==> src/rtl/mem_wb_stage.sv <==
// MEM/WB pipeline register: extracts load data, selects the write-back source and
// registers the register-file write port, with stall, flush and a retired-instruction count.
module mem_wb_stage (
   input  logic        clk,
   input  logic        reset,
   input  logic        stall,
   input  logic        flush,
   input  logic        in_valid,
   input  logic        in_RegWrite,
   input  logic        in_MemToReg,
   input  logic        in_link,
   input  logic [2:0]  in_load_type,
   input  logic [1:0]  in_addr_lo,
   input  logic [31:0] in_alu_result,
   input  logic [31:0] in_mem_rdata,
   input  logic [31:0] in_pc_plus4,
   input  logic [4:0]  in_write_reg,
   output logic        RegWrite,
   output logic [31:0] write_back_data,
   output logic [4:0]  write_reg,
   output logic        wb_valid,
   output logic        misalign_err,
   output logic [31:0] retired_count
);

   typedef enum logic [2:0] {
      LdW  = 3'b000,
      LdB  = 3'b001,
      LdBu = 3'b010,
      LdH  = 3'b011,
      LdHu = 3'b100
   } load_e;

   logic [7:0]  byte_sel;
   logic [15:0] half_sel;
   logic [31:0] load_data;
   logic        is_word;
   logic        is_half;
   logic        mis;
   logic        we;
   logic [31:0] wb_data_d;

   logic        reg_write_q;
   logic [31:0] wb_data_q;
   logic [4:0]  write_reg_q;
   logic        wb_valid_q;
   logic        misalign_q;
   logic [31:0] retired_q;
   logic [31:0] retired_d;

   always_comb begin
      byte_sel = in_mem_rdata[7:0];
      unique case (in_addr_lo)
         2'd0: byte_sel = in_mem_rdata[7:0];
         2'd1: byte_sel = in_mem_rdata[15:8];
         2'd2: byte_sel = in_mem_rdata[23:16];
         2'd3: byte_sel = in_mem_rdata[31:24];
         default: byte_sel = in_mem_rdata[7:0];
      endcase
      half_sel = in_addr_lo[1] ? in_mem_rdata[31:16] : in_mem_rdata[15:0];
   end

   // Encodings 101-111 fall into the default arm and behave as lw.
   always_comb begin
      load_data = in_mem_rdata;
      is_word   = 1'b0;
      is_half   = 1'b0;
      case (load_e'(in_load_type))
         LdB:  load_data = {{24{byte_sel[7]}}, byte_sel};
         LdBu: load_data = {24'h0, byte_sel};
         LdH: begin
            load_data = {{16{half_sel[15]}}, half_sel};
            is_half   = 1'b1;
         end
         LdHu: begin
            load_data = {16'h0, half_sel};
            is_half   = 1'b1;
         end
         default: begin
            load_data = in_mem_rdata;
            is_word   = 1'b1;
         end
      endcase
   end

   always_comb begin
      mis = in_MemToReg & in_valid &
            ((is_word & (in_addr_lo != 2'b00)) | (is_half & in_addr_lo[0]));
      we  = in_valid & in_RegWrite & ~mis & (in_write_reg != 5'd0);

      if (in_link) begin
         wb_data_d = in_pc_plus4;
      end else if (in_MemToReg) begin
         wb_data_d = load_data;
      end else begin
         wb_data_d = in_alu_result;
      end

      retired_d = retired_q + 32'd1;
   end

   // Flush outranks stall; the counter only advances on a real, unstalled capture.
   always_ff @(posedge clk or posedge reset) begin
      if (reset) begin
         reg_write_q <= 1'b0;
         wb_data_q   <= 32'h0;
         write_reg_q <= 5'd0;
         wb_valid_q  <= 1'b0;
         misalign_q  <= 1'b0;
         retired_q   <= 32'h0;
      end else if (flush) begin
         reg_write_q <= 1'b0;
         wb_data_q   <= 32'h0;
         write_reg_q <= 5'd0;
         wb_valid_q  <= 1'b0;
         misalign_q  <= 1'b0;
      end else if (!stall) begin
         reg_write_q <= we;
         wb_data_q   <= wb_data_d;
         write_reg_q <= in_write_reg;
         wb_valid_q  <= in_valid;
         misalign_q  <= mis;
         if (in_valid) begin
            retired_q <= retired_d;
         end
      end
   end

   assign RegWrite        = reg_write_q;
   assign write_back_data = wb_data_q;
   assign write_reg       = write_reg_q;
   assign wb_valid        = wb_valid_q;
   assign misalign_err    = misalign_q;
   assign retired_count   = retired_q;

endmodule

==> config.mk <==
export PLATFORM = sky130hd
export DESIGN_NAME = mem_wb_stage
export DESIGN_NICKNAME = d
export VERILOG_FILES = /design/src/rtl/mem_wb_stage.sv
export SDC_FILE = /design/constraint.sdc
export NUM_CORES = 1
export LEC_CHECK = 0
export BUFFER_PORTS_ARGS = -buffer_cell sky130_fd_sc_hd__buf_4
export CAP_MARGIN = 15
export CORE_MARGIN = 1.5
export CORE_UTILIZATION = 45
export CTS_BUF_LIST = sky130_fd_sc_hd__clkbuf_8
export CTS_CLUSTER_DIAMETER = 40
export CTS_CLUSTER_SIZE = 14
export DETAILED_ROUTE_END_ITERATION = 12
export GPL_TIMING_DRIVEN = 0
export PLACE_DENSITY_LB_ADDON = 0.05
export SLEW_MARGIN = 10
export SYNTH_ARGS = -nofsm -noshare
export SYNTH_HDL_FRONTEND = slang
export SYNTH_SLANG_ARGS = --single-unit
export TNS_END_PERCENT = 50
==> constraint.sdc <==
create_clock -name clk -period 2.7 [get_ports clk]
set_input_delay 0.81 -clock clk [delete_from_list [all_inputs] [get_ports clk]]
set_output_delay 0.81 -clock clk [all_outputs]
set_load 0.01 [all_outputs]
After elaboration in Yosys (flattened, before gate mapping) --
Index checks and enable logic that the tools add are counted.
Word-level totals: bits in registers 72, memory bits (writable) 0, output and inout bits 72, word-level logic and storage cells 49, bits of input ports 114, memories kept 0, ROM bits 0, bits in latches 0
Operators by class: shift-type cells 0, eq/ne operators 8, div/mod/pow operators 0, bitwise logic cells 11, add/subtract/negate cells 1, reductions and logical operators 6, multipliers 0, muxes and demuxes 17, $lt $le $gt $ge 0
Operators with widths (number):
- 2-to-1 mux 32 bit | 4
- one-hot mux 32 bit (4 select lines) | 1
- adder 32 x 1 -> 32 bit, second input constant | 1
- one-hot mux 8 bit (4 select lines) | 1
- 2-to-1 mux 16 bit | 1
- 2-to-1 mux 5 bit | 2
- 2-to-1 mux 1 bit | 8
- AND 1 bit | 7
- == test 3 x 2 -> 1 bit, second input constant | 2
- nonzero test 5 bit | 1
- == test 2 bit, second input constant | 2
- OR reduction 4 bit | 1
- == test 3 x 1 -> 1 bit, second input constant | 1
- == test 3 bit, second input constant | 1
- NOT 1 bit | 3
- AND reduction 3 bit | 1
- == test 2 x 1 -> 1 bit, second input constant | 1
- logical NOT 2 bit | 1
- != test 2 x 1 -> 1 bit, second input constant | 1
- nonzero test 2 bit | 1
- OR reduction 2 bit | 1
- OR 1 bit | 1

Depth between registers and ports, before layout --
depth after elaboration 11, mapped depth 7, mapped depth without buffers 5

Worst setup path before layout --
Ideal clock, no wire load.
path kind input port to flip-flop, from input port in_addr_lo[1], to register wb_data_q[7], in the netlist write_back_data[7], buffers on the path 2, data required time 2.569 ns, library setup time 0.131 ns, setup slack 0.367 ns, data arrival time 2.202 ns, stages on the path 6, cells stage by stage buf_2 -> mux4_2 -> o21a_1 -> buf_2 -> a2111oi_2 -> nor3_1
On the way: longest elaborated chain between the ends 7, elaborated cells on any way between the ends 11, those cells by class eq/ne (3); mux (7); reduce/logical (1)
RTL lines:
- start: declaration | RTL line 13 | input logic [1:0] in_addr_lo,
- == test 2 bit (tied with other cells) | RTL line 53 | unique case (in_addr_lo)
- one-hot mux 8 bit (4 select lines) | RTL line 53
- one-hot mux 32 bit (4 select lines) (*) | RTL line 68 | case (load_e'(in_load_type))
- 2-to-1 mux 32 bit (*) | RTL line 93 | end else if (in_MemToReg) begin
- 2-to-1 mux 32 bit (*) | RTL line 91 | if (in_link) begin
- 2-to-1 mux 32 bit (*) | RTL line 117 | end else if (!stall) begin
- 2-to-1 mux 32 bit (*) | RTL line 111 | end else if (flush) begin
- end signal: assignment | RTL line 119 | wb_data_q <= wb_data_d;
- end: declaration | RTL line 44 | logic [31:0] wb_data_q;
Every way passes the cells marked *; elsewhere a longest branch is shown, timed or not. The select of a mux whose other input is x is not followed. A chain may end at the register's enable or synchronous reset.

Worst setup path after layout --
from input port in_load_type[2], to register wb_data_q[21], in the netlist write_back_data[21]
On the way: longest elaborated chain between the ends 6, elaborated cells on any way between the ends 9, those cells by class eq/ne (4); mux (5)
RTL lines:
- start: declaration | RTL line 12 | input logic [2:0] in_load_type,
- == test 3 bit (tied with other cells) | RTL line 68
- one-hot mux 32 bit (4 select lines) (*) | RTL line 68
- 2-to-1 mux 32 bit (*) | RTL line 93
- 2-to-1 mux 32 bit (*) | RTL line 91
- 2-to-1 mux 32 bit (*) | RTL line 117
- 2-to-1 mux 32 bit (*) | RTL line 111
Marks and branches as above.

==> flow_summary_export.csv <==
group,metric,value,unit
run_status,outcome,"complete, no violations",
floorplan,coreArea,10800,um^2
global_route,grt_pass1_vias,5102,
synth,netlist_instances,547,
synth,synth_cell_types,60,
placed_design,dp_hpwl,13.3,mm
clock_network,cts_resized,0,
drt,via_per_inst,5.86,
timing,grt_setup_unrepaired,"no",
cells_and_area,antennaDiodeCount,0,
pwr,power_frac_comb,26.7,%
pwr,power_frac_clock,33.2,%
pwr,p_seq_share,40.1,%
setup_path,r2r_start,"retired_count[4]$_DFFE_PP0P_",
timing,fin_crit_sh,87.1,%
drt,drt_wl_total,17.2,mm
setup_path,start_kind,"input port",
clock_network,cts_tree,"done",
pwr,p_int,2.13,mW
synth,synth.top_cell.area_share,36.3,%
setup_path,cp_max_fo,10,
timing,finalCriticalPeriod,2.35,ns
global_route,grt_pass1_wl,26.9,mm
pwr,netSwitchingPower,0.939,mW
clock_network,cts.sinks,72,
timing,worst_pin_slew,0.778,ns
floorplan,rows,38,
setup_path,reg2reg_to,"retired_count[19]$_DFFE_PP0P_",
global_route,antenna_found_initial,0,
cells_and_area,final_layout_size_suffix_gt1_share,33.5,%
synth,synth_top_cell_by_area,"dfrtp_1",
drt,num_vias,5194,
clock_network,cts_max_path_buffers,2,
setup_path,startpoint,"in_load_type[2]",
synth,synth-seq-area-share,36.3,%
setup_path,endpoint_kind,"flop",
floorplan,die_w,108,um
synth,synthTopCellsByArea,"dfrtp_1 36%, a221oi_1 5.5%, mux2_2 4.3%, xor2_1 3.7%, a31oi_1 3.0%",
setup_path,worst_ep_arrival_time,2.64,ns
synth,yosysMostFrequentCell,"dfrtp_1",
floorplan,initial_core_util,46.0,%
synth,synthTopCellsByCount,"72 x dfrtp_1, 34 x nor2_1, 32 x clkbuf_1, 31 x a221oi_1, 28 x inv_1",
placed_design,portBuffers,183,
drt,wl_per_cell,19.4,um
global_route,grt.total_usage,29.9,%
clock_network,postCtsHoldBufs,0,
timing,slew-limit-headroom,47.9,%
synth,synthArstFlopShare,100,%
synth,synth_nets,662,
timing,max_clock_freq,0.425,GHz
synth,synth.avg_cell_area,9.08,um^2
drt,postRouteAntennaNets,0,
synth,synth-edff-count,0,
pwr,powerDensity,453,nW/um^2
setup_path,critical_path_class,"in2reg",
cells_and_area,layout.nets,857,
setup_path,crit_end,"write_back_data[21]$_DFFE_PP0P_",
clock_network,cts-htree-levels,3,
synth,syn_area,4970,um^2
pwr,swShare,30.6,%
clock_network,cts_setup_buffers,0,
placed_design,place.gp.congestion,0.917,
timing,setup_viol,0,
synth,yosysWarningCount,0,
pwr,p_leak,3.15,nW
clock_network,clk_latency,0.36,ns
timing,slew_viol_final,0,
drt,drtPass1Iterations,5,
floorplan,ios,186,
setup_path,rr_worst_depth,6,
timing,finalClockSkew,0.0108,ns
timing,hold_viol_final,0,
cells_and_area,post-route-util,62.8,%
floorplan,die_h,108,um
pwr,peakVddDrop,285,uV
global_route,grt_overflow_total,0,
synth,synth-seq-cells,72,
setup_path,r2r_setup_slack,0.74,ns
clock_network,clkTransAtPathRegs,0.08,ns
global_route,grt_max_degree,56,
worst_hold_path,hold_class,"in2async",
run,cap_violations,0,
clock_network,cts-buffers-inserted,9,
drt,drc,0,
timing,tns,0,ns
drt,drt_iter0_markers,443,
synth,synth_flop_cell,"dfrtp_1",
clock_network,cts_root_buf,"clkbuf_8",
pwr,power,3.07,mW
floorplan,die_area,11700,um^2
setup_path,cp_data_required_time,2.99,ns
cells_and_area,areaGrowthSynthToFinish,36.5,%
-- cell families after synthesis --
group | Yosys count | synth area share (%)
multiplexers | 28 | 6.40
AO/OA/AOI/OAI | 165 | 23.5
XOR/XNOR | 31 | 5.47
buffers and inverters | 72 | 5.92
AND/OR/NAND/NOR | 178 | 22.2
flip-flops | 72 | 36.3
adder cells (fa/ha/maj) | 1 | 0.252
-- metrics by stage --
| step | instance area, um^2 | setup slack, ns | cells | hold WS, ns |
|---|---|---|---|---|
| floorplan | 4970 | 0.0651 | 547 | 0.504 |
| global placement | 6520 | -0.966 | 870 | 0.458 |
| detailed placement | 6550 | 0.0271 | 871 | 0.471 |
| CTS | 6780 | 0.402 | 887 | 0.389 |
| global route | 6780 | 0.197 | 887 | 0.411 |
| finish | 6780 | 0.348 | 887 | 0.393 |
-- worst max-delay path, stage by stage --
cell and delay, ns:
buf_4 0.09, clkbuf_1 0.33, clkbuf_1 0.42, a21o_1 0.30, clkbuf_1 0.45, nor3_1 0.10
nor2_1 0.13
-- worst min-delay path by stage --
stage	startpoint	end	slack (ns)	cells after the start
6_report	reset	write_back_data[24]$_DFFE_PP0P_	0.39	2
5_1_grt	reset	write_back_data[22]$_DFFE_PP0P_	0.41	2
4_1_cts	reset	write_back_data[22]$_DFFE_PP0P_	0.39	2
3_5_place_dp	RegWrite$_DFFE_PP0P_	RegWrite$_DFFE_PP0P_	0.47	2
3_3_place_gp	retired_count[31]$_DFFE_PP0P_	retired_count[31]$_DFFE_PP0P_	0.46	1
2_1_floorplan	retired_count[31]$_DFFE_PP0P_	retired_count[31]$_DFFE_PP0P_	0.50	1
-- power by group through the flow --
stage	registers, mW	clock network (mW)	logic (mW)
2_1_floorplan	1.28	0	0.374
3_3_place_gp	1.25	0	0.796
3_5_place_dp	1.25	0	0.812
4_1_cts	1.23	1.03	0.814
5_1_grt	1.24	1.08	0.889
6_report	1.23	1.02	0.818
-- cell type report --
| cell class | instances | area [um^2] |
|---|---|---|
| well taps | 140 | 175 |
| repair buffers | 184 | 1400 |
| clock inverters | 5 | 80.1 |
| multi-input cells | 403 | 2870 |
| flip-flops and latches | 72 | 1800 |
| inverters | 28 | 108 |
| fillers | 962 | 4020 |
| clock buffers | 11 | 151 |
| plain buffers | 44 | 189 |
-- metal layers --
layer / GRT usage [%] / routed length (um) / up-vias
met5: 0 / 0 / -
met4: 11.8 / 463 / 0
met3: 5.12 / 1220 / 31
met2: 49.2 / 8350 / 218
met1: 39.0 / 7200 / 2520
li1: - / - / 2425
-- cell usage in the layout (no fill, tap or decap), types with 17 or more instances in the layout --
master	netlist	final
buf_4	0	183
nand2b_1	18	18
nor2_1	34	34
a21oi_1	24	24
a221oi_1	31	31
xor2_1	21	21
clkbuf_1	32	32
nor3_1	25	25
dfrtp_1	72	72
mux2_2	19	19
nand2_1	22	22
o21ai_0	17	17
inv_1	28	28
a31oi_1	24	24
Power figures use the tool's default switching activity.
